$ cat src/rtl/fir_ctrl_fsm.sv
`default_nettype none
// ============================================================================
// Module      : fir_ctrl_fsm
// Description : Control path for a 3-tap transposed-form FIR datapath.
//               Takes samples from a source over valid/ready, sequences the
//               datapath load strobes (ld_x, then ld_delay1/ld_delay2/ld_y),
//               and presents the result over valid/ready with backpressure.
//               Tracks filter warm-up (primed) and counts accepted samples.
// Ports       :
//   clk        in   rising-edge clock
//   rst        in   asynchronous, active-high reset
//   flush      in   synchronous abort to IDLE, clears counters
//   in_valid   in   source offers a sample on datapath x
//   in_ready   out  controller accepts a sample this cycle (registered)
//   ld_x       out  datapath: load input register
//   ld_delay1  out  datapath: load delay1
//   ld_delay2  out  datapath: load delay2
//   ld_y       out  datapath: load output register
//   out_valid  out  datapath y holds a new result
//   out_ready  in   sink consumes y
//   primed     out  TAPS-1 or more samples loaded since reset/flush
//   sample_cnt out  samples accepted since reset/flush (wrapping)
//   busy       out  FSM not in IDLE
// Config      : FIR_CTRL_WARMUP_SUPPRESS_EN - when defined, unprimed
//               (warm-up) results are discarded: SHIFT returns to IDLE
//               without visiting OUT.
// Revision    : 1.0 - initial release
// ============================================================================
module fir_ctrl_fsm #(
    parameter int TAPS      = 3,
    parameter int CNT_WIDTH = 16
) (
    input  logic                 clk,
    input  logic                 rst,
    input  logic                 flush,
    input  logic                 in_valid,
    output logic                 in_ready,
    output logic                 ld_x,
    output logic                 ld_delay1,
    output logic                 ld_delay2,
    output logic                 ld_y,
    output logic                 out_valid,
    input  logic                 out_ready,
    output logic                 primed,
    output logic [CNT_WIDTH-1:0] sample_cnt,
    output logic                 busy
);

    localparam logic [1:0] ST_IDLE  = 2'd0;
    localparam logic [1:0] ST_SHIFT = 2'd1;
    localparam logic [1:0] ST_OUT   = 2'd2;

    // Count value at which the filter window is full.
    localparam logic [CNT_WIDTH-1:0] PRIME_CNT = CNT_WIDTH'(TAPS - 1);

    logic [1:0]           state;
    logic [1:0]           state_nxt;
    logic                 handshake;
    logic                 shift_fire;
    logic [CNT_WIDTH-1:0] cnt_inc;

    // A flush in the same cycle cancels the handshake and any shift strobes:
    // nothing is loaded and nothing is counted.
    assign handshake  = (state == ST_IDLE) && in_valid && in_ready && !flush;
    assign shift_fire = (state == ST_SHIFT) && !flush;
    assign cnt_inc    = sample_cnt + CNT_WIDTH'(1);

    always_comb begin
        state_nxt = state;
        if (flush) begin
            state_nxt = ST_IDLE;
        end else begin
            case (state)
                ST_IDLE: begin
                    if (handshake) begin
                        state_nxt = ST_SHIFT;
                    end
                end
                ST_SHIFT: begin
`ifdef FIR_CTRL_WARMUP_SUPPRESS_EN
                    // primed already reflects the sample loaded last cycle.
                    state_nxt = primed ? ST_OUT : ST_IDLE;
`else
                    state_nxt = ST_OUT;
`endif
                end
                ST_OUT: begin
                    if (out_ready) begin
                        state_nxt = ST_IDLE;
                    end
                end
                default: state_nxt = ST_IDLE;
            endcase
        end
    end

    always_ff @(posedge clk or posedge rst) begin
        if (rst) begin
            state      <= ST_IDLE;
            in_ready   <= 1'b0;
            sample_cnt <= '0;
            primed     <= 1'b0;
        end else begin
            state    <= state_nxt;
            // Registered ready: high exactly while the FSM sits in IDLE,
            // except for the first cycle after reset release.
            in_ready <= (state_nxt == ST_IDLE);
            if (flush) begin
                sample_cnt <= '0;
                primed     <= 1'b0;
            end else if (handshake) begin
                sample_cnt <= cnt_inc;
                // Sticky: a later counter wrap does not clear it.
                if (cnt_inc == PRIME_CNT) begin
                    primed <= 1'b1;
                end
            end
        end
    end

    assign ld_x      = handshake;
    assign ld_delay1 = shift_fire;
    assign ld_delay2 = shift_fire;
    assign ld_y      = shift_fire;
    assign out_valid = (state == ST_OUT);
    assign busy      = (state != ST_IDLE);

endmodule
`default_nettype wire

$ cat config.mk
export PLATFORM = sky130hd
export DESIGN_NAME = fir_ctrl_fsm
export DESIGN_NICKNAME = d
export VERILOG_FILES = /design/src/rtl/fir_ctrl_fsm.sv
export SDC_FILE = /design/constraint.sdc
export NUM_CORES = 1
export LEC_CHECK = 0
export ABC_AREA = 1
export ABC_CLOCK_PERIOD_IN_PS = 1700
export CELL_PAD_IN_SITES_DETAIL_PLACEMENT = 2
export CELL_PAD_IN_SITES_GLOBAL_PLACEMENT = 2
export CORE_ASPECT_RATIO = 0.7
export CORE_UTILIZATION = 26
export DETAILED_ROUTE_END_ITERATION = 8
export PLACE_DENSITY_LB_ADDON = 0.1
export REMOVE_ABC_BUFFERS = 1
export SLEW_MARGIN = 10
export SYNTH_ARGS = -nofsm -noshare
export SYNTH_HDL_FRONTEND = slang
export SYNTH_SLANG_ARGS = --single-unit
$ cat constraint.sdc
create_clock -name clk -period 1.7 [get_ports clk]
set_clock_uncertainty 0.05 [all_clocks]
set_input_delay 0.34 -clock clk [delete_from_list [all_inputs] [get_ports clk]]
set_output_delay 0.34 -clock clk [all_outputs]
set_load 0.005 [all_outputs]
==> impl_metrics.toml <==
[detailed_routing]
dr.pass1.iters = 4
ant_nets = 0
wire_per_inst_um = 17.0
drt_iter0_drc = 44
vias = 1366
vias_per_cell = 4.86
drc = 0
wl_um = 4770

[floorplanning]
die_w_um = 85.3
rows = 20
core-area_mm2 = 0.00450
die_h_um = 60.3
dieArea_mm2 = 0.00515
ios = 29
start_util = 0.281

[critical_path]
end_kind = "output port"
r2r_end = "primed"
critical_path.max_fanout = 6
crit_type = "register to output port"
cpLargestDelayFamily = "buffers and inverters"
rr_startpoint = "sample_cnt[0]"
ff2ff_path_depth = 9
slowest_delay_ns = 0.55
cp.arrival_ns = 1.28
ff2ff_setup_slack_ns = 0.04
cp_slowest_cell = "clkdlybuf4s50_1"
crit_chain = "clkdlybuf4s50_1"
worst_ep_required_time_ns = 1.31
path_buf_inv = 1
worstSetupStartpointType = "register"

[synth]
synth_fa_ha_area_frac = 0.0198
synth_area_mm2 = 0.00126
ys_warn_count = 0
synth.distinct_cells = 18
avgSynthCellArea_um2 = 6.76
ys_ff_latch = 20
synth_mux_area_frac = 0
synth_area_leaders = "dfrtp_1 40%, nand2_1 17%, inv_1 9.2%"
ys_seq_area_frac = 0.396
synthXorXnorAreaFrac = 0
synth.top_cell.area_share = 0.396
netlist_instances = 187
synth-simple-area-share = 0.369
synth_compound_area_frac = 0.101
yosysTopAreaCell = "dfrtp_1"
synth_top_family_by_area = "simple AND/OR/NAND/NOR gates"

[clock_network]
cts_tree = "done"
cts_root_buf = "clkbuf_8"
cts.htree.levels = 1
clock-sinks = 20
clk_pin_slew_ns = 0.08
cts_made_buffers = 3
clockBufferDepth = 2
clk_latency_ns = 0.26

[power_and_ir_drop]
p_seq_frac = 0.472
max-vdd-ir-drop_mv = 0.337
power_uw = 1060
swShare = 0.273
power-per-cell-area_mw_per_mm2 = 600
p_clk_frac = 0.366
power.internal_uw = 771
p_switching_uw = 289
p_leak_uw = 0.000787
comb_power_share = 0.162

[placed_design]
place.gp.congestion = 0.801
detailedPlacementHpwl_um = 3560
port_buffers = 28
placed_cells = 275
post-place-ws_ns = -0.363

[timing]
worst_slack_ns = 0.0286
fin_crit_sh = 0.983
slew_headroom = 0.766
hold_slack_ns = 0.359
drv_slew = 0
rsz0062_at_grt = "true"
tightest_slew_ns = 0.347
fmax_mhz = 598
setup_violations = 0
min_period_ns = 1.67
hold_viol = 0

[grt]
grt_pass1_wl_um = 7450
track_usage = 0.194
grt_overflow = 0
antenna_found_initial = 0
grt_max_degree = 21
grt_pass1_vias = 1472

[cells_and_area]
drive_gt1_frac = 0.190
final_common_cell = "nand2_1"
layout.cells.non_filler = 281
diodes = 0
syn_to_final_growth_pct = 39.9
final_cell_mix = "54 x nand2_1, 30 x inv_1, 20 x clkdlybuf4s50_1, 18 x dfrtp_1, 16 x nor2_1"
final_nets = 234

[run]
drv_cap = 0

[outcome]
outcome = "complete, no violations"

[hold_path]
hold_class = "input pin to asynchronous set/reset pin"
tightest hold or removal path, cell delays in order:
cell and delay [ns]:
clkdlybuf4s50_1 0.40, inv_1 0.05, buf_4 0.28
synthesized netlist by cell type (all sizes together):
cell type  instances
dfrtp             20
nand3             16
o22ai              9
inv               31
clkinv             1
ha                 2
o21ai             12
nand4              7
o21bai             1
nand2             59
clkbuf             1
nor2              25
buf                3
per-stage QoR:
step            util  setup TNS, ns  instance area, µm²
2_1_floorplan      -              0                1240
3_3_place_gp   0.368          -1.07                1660
3_5_place_dp   0.368          -1.73                1660
4_1_cts        0.381        -0.0127                1720
5_1_grt        0.393         -0.144                1770
6_report       0.393              0                1770
power by group through the flow:
stage / Combinational [µW] / Clock [µW] / Sequential, µW
floorplan: 59.5 / 0 / 510
global placement: 160 / 0 / 506
detailed placement: 166 / 0 / 508
CTS: 161 / 394 / 500
global route: 191 / 413 / 502
finish: 172 / 388 / 500
per-layer routing:
metal	GRT usage	routed length, µm
met5	0	0
met4	0.0286	15
met3	0.0367	133
met2	0.328	2170
met1	0.269	2450
final cells by class:
class | count | area [µm²]
clock buffers | 4 | 55.1
fillers | 543 | 2740
well taps | 55 | 68.8
repair buffers | 38 | 342
multi-input cells | 132 | 674
flip-flops and latches | 20 | 503
inverters | 32 | 125
logic make-up (layout without fill, tap and decap cells):
kind of cell | count (synthesis) | in the layout
simple gates | 107 | 108
buf+inv | 36 | 74
compound gates | 22 | 22
flops | 20 | 20
fa+ha+maj | 2 | 2
repair_timing:
item,CTS,global route
resized for setup,14,22
buffers inserted,0,1
hold buffers,0,0
setup endpoints to repair,8,8
gates cloned,0,1
pin swaps,0,7
worst max path at each step:
stage / startpoint / endpoint / slack [ns] / depth (start not counted)
2_1_floorplan: sample_cnt[1] / primed / 0.21 / 9
5_1_grt: sample_cnt[0] / primed / -0.11 / 9
3_5_place_dp: flush / ld_x / -0.36 / 5
3_3_place_gp: flush / ld_x / -0.33 / 5
6_report: sample_cnt[8] / sample_cnt[8] / 0.03 / 1
4_1_cts: in_valid / ld_x / -0.01 / 6
state kept, by name, indices dropped and copies added, names as in the netlist:
register	flops
primed	1
state	2
sample_cnt	16
in_ready	1
Power figures use the tool's default switching activity.
